**src/rtl/muldiv_sequencer_if.sv**
```systemverilog
// Core-side bundle for the multiply/divide sequencer: requests, HI/LO moves,
// read-hazard hints and the HI/LO/busy/done/stall responses.
interface muldiv_sequencer_if;
  logic        start;
  logic [1:0]  op;
  logic [31:0] op_a;
  logic [31:0] op_b;
  logic        mthi;
  logic        mtlo;
  logic        mfhi;
  logic        mflo;
  logic [31:0] hi;
  logic [31:0] lo;
  logic        busy;
  logic        done;
  logic        stall;

  modport master (
    output start, op, op_a, op_b, mthi, mtlo, mfhi, mflo,
    input  hi, lo, busy, done, stall
  );

  modport slave (
    input  start, op, op_a, op_b, mthi, mtlo, mfhi, mflo,
    output hi, lo, busy, done, stall
  );
endinterface

```
**src/rtl/muldiv_sequencer.sv**
```systemverilog
// Iterative MULT/MULTU/DIV/DIVU sequencer owning the HI/LO pair.
// Define MULDIV_FAST_MULT_EN to make multiplies single-cycle; divides stay iterative.
//
// state | meaning
// IDLE  | accept start / MTHI / MTLO
// RUN   | one shift-add or restoring-divide step per cycle, cnt counts down
// SIGN  | sign fixup of the magnitude result and HI/LO write
module muldiv_sequencer (
  input  logic               clk,
  input  logic               rst,
  muldiv_sequencer_if.slave  bus
);

  typedef enum logic [1:0] {
    S_IDLE = 2'd0,
    S_RUN  = 2'd1,
    S_SIGN = 2'd2
  } state_t;

`ifdef MULDIV_FAST_MULT_EN
  localparam logic FAST_MULT = 1'b1;
`else
  localparam logic FAST_MULT = 1'b0;
`endif

  state_t      state;
  state_t      state_nxt;
  logic [4:0]  cnt;
  logic [63:0] acc;
  logic [31:0] rem;
  logic [31:0] dvs;
  logic        is_div;
  logic        neg_q;
  logic        neg_r;
  logic        div_zero;
  logic [31:0] hi_q;
  logic [31:0] lo_q;
  logic        done_q;

  logic        signed_op;
  logic        a_neg;
  logic        b_neg;
  logic [31:0] a_mag;
  logic [31:0] b_mag;
  logic [32:0] add_sum;
  logic [32:0] part;
  logic        part_ge;
  logic [31:0] rem_nxt;
  logic [63:0] prod_fix;
  logic [31:0] q_fix;
  logic [31:0] r_fix;

  // operand magnitudes; signed ops strip the sign here and restore it in SIGN
  always_comb begin
    signed_op = ~bus.op[0];
    a_neg     = signed_op & bus.op_a[31];
    b_neg     = signed_op & bus.op_b[31];
    a_mag     = a_neg ? (~bus.op_a + 32'd1) : bus.op_a;
    b_mag     = b_neg ? (~bus.op_b + 32'd1) : bus.op_b;
  end

  // multiply step: acc holds {partial product, remaining multiplier bits}
  always_comb begin
    add_sum = {1'b0, acc[63:32]} + {1'b0, (acc[0] ? dvs : 32'd0)};
  end

  // divide step: acc[31:0] shifts the dividend out and the quotient in
  always_comb begin
    part    = {rem, acc[31]};
    part_ge = (part >= {1'b0, dvs});
    rem_nxt = part_ge ? (part[31:0] - dvs) : part[31:0];
  end

  always_comb begin
    prod_fix = neg_q ? (~acc + 64'd1) : acc;
    q_fix    = neg_q ? (~acc[31:0] + 32'd1) : acc[31:0];
    r_fix    = neg_r ? (~rem + 32'd1) : rem;
  end

  always_ff @(posedge clk or negedge rst) begin
    if (!rst) begin
      state <= S_IDLE;
    end else begin
      state <= state_nxt;
    end
  end

  always_comb begin
    state_nxt = state;
    case (state)
      S_IDLE: begin
        if (bus.start) begin
          state_nxt = (FAST_MULT && !bus.op[1]) ? S_SIGN : S_RUN;
        end
      end
      S_RUN: begin
        if (cnt == 5'd0) begin
          state_nxt = S_SIGN;
        end
      end
      S_SIGN: begin
        state_nxt = S_IDLE;
      end
      default: begin
        state_nxt = S_IDLE;
      end
    endcase
  end

  always_ff @(posedge clk or negedge rst) begin
    if (!rst) begin
      cnt      <= 5'd0;
      acc      <= 64'd0;
      rem      <= 32'd0;
      dvs      <= 32'd0;
      is_div   <= 1'b0;
      neg_q    <= 1'b0;
      neg_r    <= 1'b0;
      div_zero <= 1'b0;
      hi_q     <= 32'd0;
      lo_q     <= 32'd0;
      done_q   <= 1'b0;
    end else begin
      done_q <= (state == S_SIGN);
      case (state)
        S_IDLE: begin
          if (bus.start) begin
            cnt      <= 5'd31;
            rem      <= 32'd0;
            is_div   <= bus.op[1];
            neg_q    <= a_neg ^ b_neg;
            neg_r    <= a_neg;
            div_zero <= bus.op[1] & (bus.op_b == 32'd0);
            dvs      <= bus.op[1] ? b_mag : a_mag;
`ifdef MULDIV_FAST_MULT_EN
            acc      <= bus.op[1] ? {32'd0, a_mag} : ({32'd0, a_mag} * {32'd0, b_mag});
`else
            acc      <= {32'd0, (bus.op[1] ? a_mag : b_mag)};
`endif
          end else begin
            if (bus.mthi) hi_q <= bus.op_a;
            if (bus.mtlo) lo_q <= bus.op_a;
          end
        end
        S_RUN: begin
          cnt <= cnt - 5'd1;
          if (is_div) begin
            rem        <= rem_nxt;
            acc[31:0]  <= {acc[30:0], part_ge};
          end else begin
            acc <= {add_sum, acc[31:1]};
          end
        end
        S_SIGN: begin
          if (is_div) begin
            // a zero divisor leaves the dividend magnitude in rem, so HI
            // re-signs back to op_a; only LO needs forcing
            lo_q <= div_zero ? 32'hFFFF_FFFF : q_fix;
            hi_q <= r_fix;
          end else begin
            hi_q <= prod_fix[63:32];
            lo_q <= prod_fix[31:0];
          end
        end
        default: begin
          cnt <= 5'd0;
        end
      endcase
    end
  end

  always_comb begin
    bus.hi    = hi_q;
    bus.lo    = lo_q;
    bus.done  = done_q;
    bus.busy  = (state != S_IDLE);
    bus.stall = bus.busy & (bus.start | bus.mthi | bus.mtlo | bus.mfhi | bus.mflo);
  end

endmodule

```
**src/flat_wrapper.sv**
```systemverilog
// flat-port wrapper written by rule: the top's interface ports become plain ports
module muldiv_sequencer_flat 
  (clk, rst, bus_start, bus_op, bus_op_a, bus_op_b, bus_mthi, bus_mtlo, bus_mfhi, bus_mflo, bus_hi, bus_lo, bus_busy, bus_done, bus_stall);
  muldiv_sequencer_if bus_i ();
  input  logic clk;
  input  logic rst;
  input wire logic [$bits(bus_i.start)-1:0] bus_start;
  input wire logic [$bits(bus_i.op)-1:0] bus_op;
  input wire logic [$bits(bus_i.op_a)-1:0] bus_op_a;
  input wire logic [$bits(bus_i.op_b)-1:0] bus_op_b;
  input wire logic [$bits(bus_i.mthi)-1:0] bus_mthi;
  input wire logic [$bits(bus_i.mtlo)-1:0] bus_mtlo;
  input wire logic [$bits(bus_i.mfhi)-1:0] bus_mfhi;
  input wire logic [$bits(bus_i.mflo)-1:0] bus_mflo;
  output wire logic [$bits(bus_i.hi)-1:0] bus_hi;
  output wire logic [$bits(bus_i.lo)-1:0] bus_lo;
  output wire logic [$bits(bus_i.busy)-1:0] bus_busy;
  output wire logic [$bits(bus_i.done)-1:0] bus_done;
  output wire logic [$bits(bus_i.stall)-1:0] bus_stall;
  assign bus_i.start = bus_start;
  assign bus_i.op = bus_op;
  assign bus_i.op_a = bus_op_a;
  assign bus_i.op_b = bus_op_b;
  assign bus_i.mthi = bus_mthi;
  assign bus_i.mtlo = bus_mtlo;
  assign bus_i.mfhi = bus_mfhi;
  assign bus_i.mflo = bus_mflo;
  assign bus_hi = bus_i.hi;
  assign bus_lo = bus_i.lo;
  assign bus_busy = bus_i.busy;
  assign bus_done = bus_i.done;
  assign bus_stall = bus_i.stall;
  muldiv_sequencer u_core (.clk(clk), .rst(rst), .bus(bus_i));
endmodule
```
**config.mk**
```make
export PLATFORM = sky130hd
export DESIGN_NAME = muldiv_sequencer_flat
export DESIGN_NICKNAME = d
export VERILOG_FILES = /design/src/rtl/muldiv_sequencer_if.sv /design/src/rtl/muldiv_sequencer.sv /design/src/flat_wrapper.sv
export SDC_FILE = /design/constraint.sdc
export NUM_CORES = 1
export LEC_CHECK = 0
export CAP_MARGIN = 15
export CORE_ASPECT_RATIO = 0.75
export CORE_MARGIN = 1
export CORE_UTILIZATION = 54
export CTS_CLUSTER_SIZE = 14
export DETAILED_ROUTE_END_ITERATION = 6
export PLACE_DENSITY = 0.78
export SLEW_MARGIN = 20
export SYNTH_ARGS = -nofsm -noshare
export SYNTH_HDL_FRONTEND = slang
export SYNTH_SLANG_ARGS = --single-unit
```
**constraint.sdc**
```tcl
create_clock -name clk -period 3.4 [get_ports clk]
set_input_delay 0.68 -clock clk [delete_from_list [all_inputs] [get_ports clk]]
set_output_delay 0.68 -clock clk [all_outputs]
set_load 0.05 [all_outputs]
```
* After elaboration in Yosys (flattened, before gate mapping)
Cells that the tools add are included.
** Word-level totals
- Register bits after elaboration :: 204
- Input port bits :: 73
- Output and inout port bits :: 67
- Word-level logic and storage cells :: 91
** Cells by class
- Equal/unequal tests :: 9
- Bitwise operators :: 16
- Add/sub/neg operators :: 8
- Magnitude comparators :: 1
- Multiplexer cells :: 30
- Reductions and logical operators :: 14
** Operators by type and width (count)
- 2-to-1 mux 32 bit :: 19
- one-hot mux 32 bit (2 select lines) :: 3
- adder 32 x 1 -> 32 bit, second input constant :: 4
- 2-to-1 mux 64 bit :: 2
- NOT 32 bit :: 4
- one-hot mux 64 bit (2 select lines) :: 1
- adder 64 x 1 -> 64 bit, second input constant :: 1
- NOT 64 bit :: 1
- adder 32 x 32 -> 33 bit :: 1
- greater-or-equal comparator 33 x 32 -> 1 bit :: 1
- logical NOT 32 bit :: 1
- subtractor 32 bit :: 1
- one-hot mux 5 bit (3 select lines) :: 1
- AND reduction 3 bit :: 4
- inequality test 2 bit, second input constant :: 5
- AND reduction 2 bit :: 4
- nonzero test 2 bit :: 3
- logical NOT 5 bit :: 1
- 2-to-1 mux 5 bit :: 1
- subtractor 5 x 1 -> 5 bit, second input constant :: 1
- bitwise AND 1 bit :: 4
- 2-to-1 mux 2 bit :: 2
- inequality test 2 x 1 -> 1 bit, second input constant :: 2
- bitwise OR 1 bit :: 4
- 6 further kinds :: 7

* Longest topological paths before layout
- Depth in word-level cells :: 6
- Depth in mapped cells :: 14
- Mapped depth without buffers :: 13

* Worst setup path after synthesis
No wires, ideal clock.
- Path type :: register to register
- From :: register u_core.acc[0]
- To :: register u_core.acc[62]
- Period minus slack after synthesis :: 3.181 ns
- Arrival :: 3.047 ns
- Setup time :: 0.134 ns
- Buffers on the path :: 1
- Slack :: 0.219 ns
- Data required time :: 3.266 ns
- Stages on the path, launching flop included :: 14
- Path through :: dfrtp_1 inv_1 buf_1 nor2_1 ha_1 a21o_1 a221o_1 nand3_1 nand3b_1 a221o_1 a21o_1 a311oi_1 xor2_1 o21ai_0
** On the way
- Longest elaborated chain between the ends :: 4
** Ends and longest elaborated chain
- from (decl) :: RTL line muldiv_sequencer.sv:29 : logic [63:0] acc;
- from (signal assigned) :: RTL line muldiv_sequencer.sv:138 : acc <= {32'd0, (bus.op[1] ? a_mag : b_mag)};
- from (signal assigned) :: RTL line muldiv_sequencer.sv:149 : acc[31:0] <= {acc[30:0], part_ge};
- from (signal assigned) :: RTL line muldiv_sequencer.sv:151 : acc <= {add_sum, acc[31:1]};
- 2-to-1 mux 32 bit :: RTL line muldiv_sequencer.sv:64 : add_sum = {1'b0, acc[63:32]} + {1'b0, (acc[0] ? dvs : 32'd0)};
- adder 32 x 32 -> 33 bit :: RTL line muldiv_sequencer.sv:64
- 2-to-1 mux 32 bit :: RTL line muldiv_sequencer.sv:147 : if (is_div) begin
- one-hot mux 64 bit (2 select lines) :: RTL line muldiv_sequencer.sv:125 : case (state)
No other way between the ends. The select of a mux whose other input is x is not followed.
A chain may end at the register's enable or synchronous reset.

* Worst setup path in the final report
- From :: register u_core.acc[0]
- To :: register u_core.acc[56]
The elaborated chain is that of the path after synthesis.

==> qor.yml <==
path_clk_slew_ns: 0.06
irDropWorstVdd_mv: 0.691
critical_path.endpoint_type: "flip-flop"
die_width_um: 202
setup_viol_count_final: 0
timing_worst_setup_path_type: "flip-flop to flip-flop"
first_global_vias: 16000
number_of_enable_flip_flop_cells_after_synthesis: 0
fmaxAchievable_ghz: 0.302
ios: 140
cts.root.buffer_cell: "sky130_fd_sc_hd__clkbuf_16"
p_per_area_nw_per_um2: 1130
vias_per_cell: 6.64
critical_path_required_ns: 3.81
global_route.peak_usage_layer: "met1"
synthDominantAreaCellType: "sky130_fd_sc_hd__dfrtp_1"
design_power_total_mw: 22.7
std_cell_rows: 54
detailedPlacementHpwl_mm: 50.6
synthToLayoutAreaGrowth_pct: 23.9
wire_per_inst_um: 24.8
detailedRoute.firstIterationViolations: 2341
dp.cells: 2595
grt.met2_usage_pct: 54.1
netlist-cell-type-count: 79
ys.flop_type: "sky130_fd_sc_hd__dfrtp_1"
timing.slew.headroom_pct: 29.4
postSynthRegisterBits: 204
tritoncts.num_buffers: 24
netlist.area_leader.share_pct: 31.4
cts.sink_count: 204
globalRoute.totalOverflow: 0
htree_levels: 1
hold_ws_ns: 0.156
run_status: "complete, no violations"
syn-cell-area_um2: 16300
timing.hold.worst.class: "input pin to asynchronous set/reset pin"
timing_worst_slew_pin_value_ns: 1.06
drt_drc_violations_left: 0
sequential_share_of_the_synthesized_area_pct: 31.4
hold_viol_final: 0
drt_pre_antenna_iters: 6
cellLeakagePower_nw: 8.59
fin_crit_ns: 3.31
layout.cells.non_filler: 2642
asyncSetResetFlopFracSynth_pct: 100
final.fill_count: 2411
grt_util_met3_pct: 17.1
placeableCoreArea_um2: 29300
ant_nets: 0
grt_pass1_wl_mm: 98.0
cts_tree: "yes"
drv_cap: 0
synthesis.area_per_instance_um2: 8.16
die_height_um: 152
groute.usage.overall_pct: 41.7
clock_latency_ns: 0.55
post_route_cells_drive_above_1_share_pct: 12.8
layout_common_cells: "sky130_fd_sc_hd__o21ai_0, sky130_fd_sc_hd__nand2_1, sky130_fd_sc_hd__dfrtp_1"
worst-endpoint-arrival_ns: 3.72
port-buffer-count: 139
layout.cells.most_common: "sky130_fd_sc_hd__o21ai_0"
grt.met1_usage_pct: 62.1
synth.area.top_cells: "sky130_fd_sc_hd__dfrtp_1, sky130_fd_sc_hd__xor2_1, sky130_fd_sc_hd__o21ai_0, sky130_fd_sc_hd__a21oi_1, sky130_fd_sc_hd__ha_1"
floorplan.die_area_um2: 30800
multiInputGateArea_um2: 10500
skew_ns: 0.0212
setup_crit_start_kind: "flip-flop"
crit_fanout: 5
final_max_slew_viol_count: 0
finalNetCount: 2377
wirelength_mm: 65.4
largest_net_degree_at_the_start_of_global_routing: 83
yosys_warnings: 0
layout.area.seq_um2: 5110
vias: 17600
starting_density_of_the_core_pct: 55.4
grt_antenna_before_repair: 0
synth.net_count: 2138
clock_path_buffers: 3
syn-instance-count: 1993
place_congestion: 1.03
final_worst_path_cycle_share_pct: 97.3
==> cell families (layout without fill, tap and decap cells) <==
kind of cell / Yosys count / in the layout / share of synthesized area (%)
AO/OA/AOI/OAI: 693 / 693 / 27.3
XOR/XNOR: 194 / 194 / 10.5
adder cells (fa/ha/maj): 72 / 72 / 5.63
buffers and inverters: 189 / 445 / 4.43
flip-flops: 204 / 204 / 31.4
multiplexers: 51 / 51 / 3.16
other: 0 / 1 / 0
AND/OR/NAND/NOR: 590 / 590 / 17.6
==> registers in the layout, indices dropped and copies added (netlist names) <==
name / cells
u_core.cnt: 5
u_core.dvs: 32
u_core.bus.lo: 32
u_core.bus.done: 1
u_core.bus.hi: 32
u_core.state: 2
u_core.neg_q: 1
u_core.rem: 32
u_core.neg_r: 1
u_core.div_zero: 1
u_core.acc: 64
u_core.is_div: 1
==> per-layer routing <==
metal | wire length, um | vias to the layer above
li1 | - | 7803
met1 | 27900 | 8373
met2 | 24700 | 1251
met3 | 10600 | 125
met4 | 2230 | 0
met5 | 0 | -
==> area by class of cell <==
type                    instances  area share, %
clock buffers                  33           3.46
well taps                     392           2.44
multi-input cells            1600           52.1
flip-flops and latches        204           25.4
inverters                      67           1.27
clock inverters                10           1.01
diodes                          1         0.0124
repair inverters                1         0.0373
repair buffers                334           14.4
==> worst max-delay path, stage by stage, from the launching register on <==
cell	delay (ns)
sky130_fd_sc_hd__dfrtp_2	0.46
sky130_fd_sc_hd__clkinvlp_4	0.22
sky130_fd_sc_hd__nor2_1	0.16
sky130_fd_sc_hd__ha_1	0.25
sky130_fd_sc_hd__and2_1	0.21
sky130_fd_sc_hd__a221o_1	0.34
sky130_fd_sc_hd__nand3_1	0.12
sky130_fd_sc_hd__nand3b_1	0.16
sky130_fd_sc_hd__a221o_1	0.45
sky130_fd_sc_hd__a21oi_2	0.18
sky130_fd_sc_hd__nor3_1	0.05
sky130_fd_sc_hd__a2111oi_0	0.36
sky130_fd_sc_hd__buf_4	0.18
sky130_fd_sc_hd__o21ai_0	0.07
==> stage by stage <==
step / setup slack (ns) / setup TNS [ns] / instance area (um^2) / util, %
floorplan: 0.219 / 0 / 16300 / -
global placement: -0.236 / -0.919 / 19200 / 65.3
detailed placement: -0.255 / -1.17 / 19200 / 65.3
CTS: 0.0782 / 0 / 20100 / 68.4
global route: -0.0187 / -0.0218 / 20100 / 68.6
finish: 0.0917 / 0 / 20100 / 68.7
==> worst paths after layout <==
kind                       slack, ns                end  cells after the start         startpoint
max                             0.09     u_core.acc[56]                     13      u_core.acc[0]
min in group clk                0.50  u_core.bus.hi[20]                      2  u_core.bus.hi[20]
max reg2reg                     0.09     u_core.acc[56]                     13      u_core.acc[0]
min reg2reg                     0.50  u_core.bus.hi[20]                      2  u_core.bus.hi[20]
max in group asynchronous       2.24  u_core.bus.lo[20]                      2                rst
min                             0.16  u_core.bus.lo[10]                      1                rst
==> report_power, final <==
group | switching, mW | internal [mW] | total (mW)
clock | 1.13 | 1.88 | 3.01
combinational | 8.96 | 5.76 | 14.7
sequential | 1.47 | 3.55 | 5.01
total | 11.5 | 11.2 | 22.7
==> timing repair <==
| action | 4_1_cts | 5_1_grt |
|---|---|---|
| gates resized for setup | 0 | 14 |
| setup buffers | 0 | 2 |
| hold buffers | 0 | 0 |
| setup endpoints to repair | 0 | 8 |
==> synthesized netlist by cell type, drive strengths merged (5+ instances only) <==
cell / number
mux2i: 49
nand3: 34
o221ai: 13
a221oi: 15
nand2b: 26
o41ai: 18
buf: 15
ha: 70
o22ai: 10
o21ai: 212
a21o: 32
nor2b: 16
a221o: 38
a21oi: 180
or4: 20
or2: 5
a22oi: 14
and3: 15
nor3: 46
a211oi: 28
xnor2: 72
nor2: 140
xor2: 122
inv: 67
clkbuf: 107
nand2: 203
o31ai: 36
o21bai: 8
a31o: 5
and2: 16
nand4: 15
nor4: 16
o211ai: 26
or3: 23
a31oi: 16
nor3b: 5
dfrtp: 204
(Power assumes the default switching activity.)
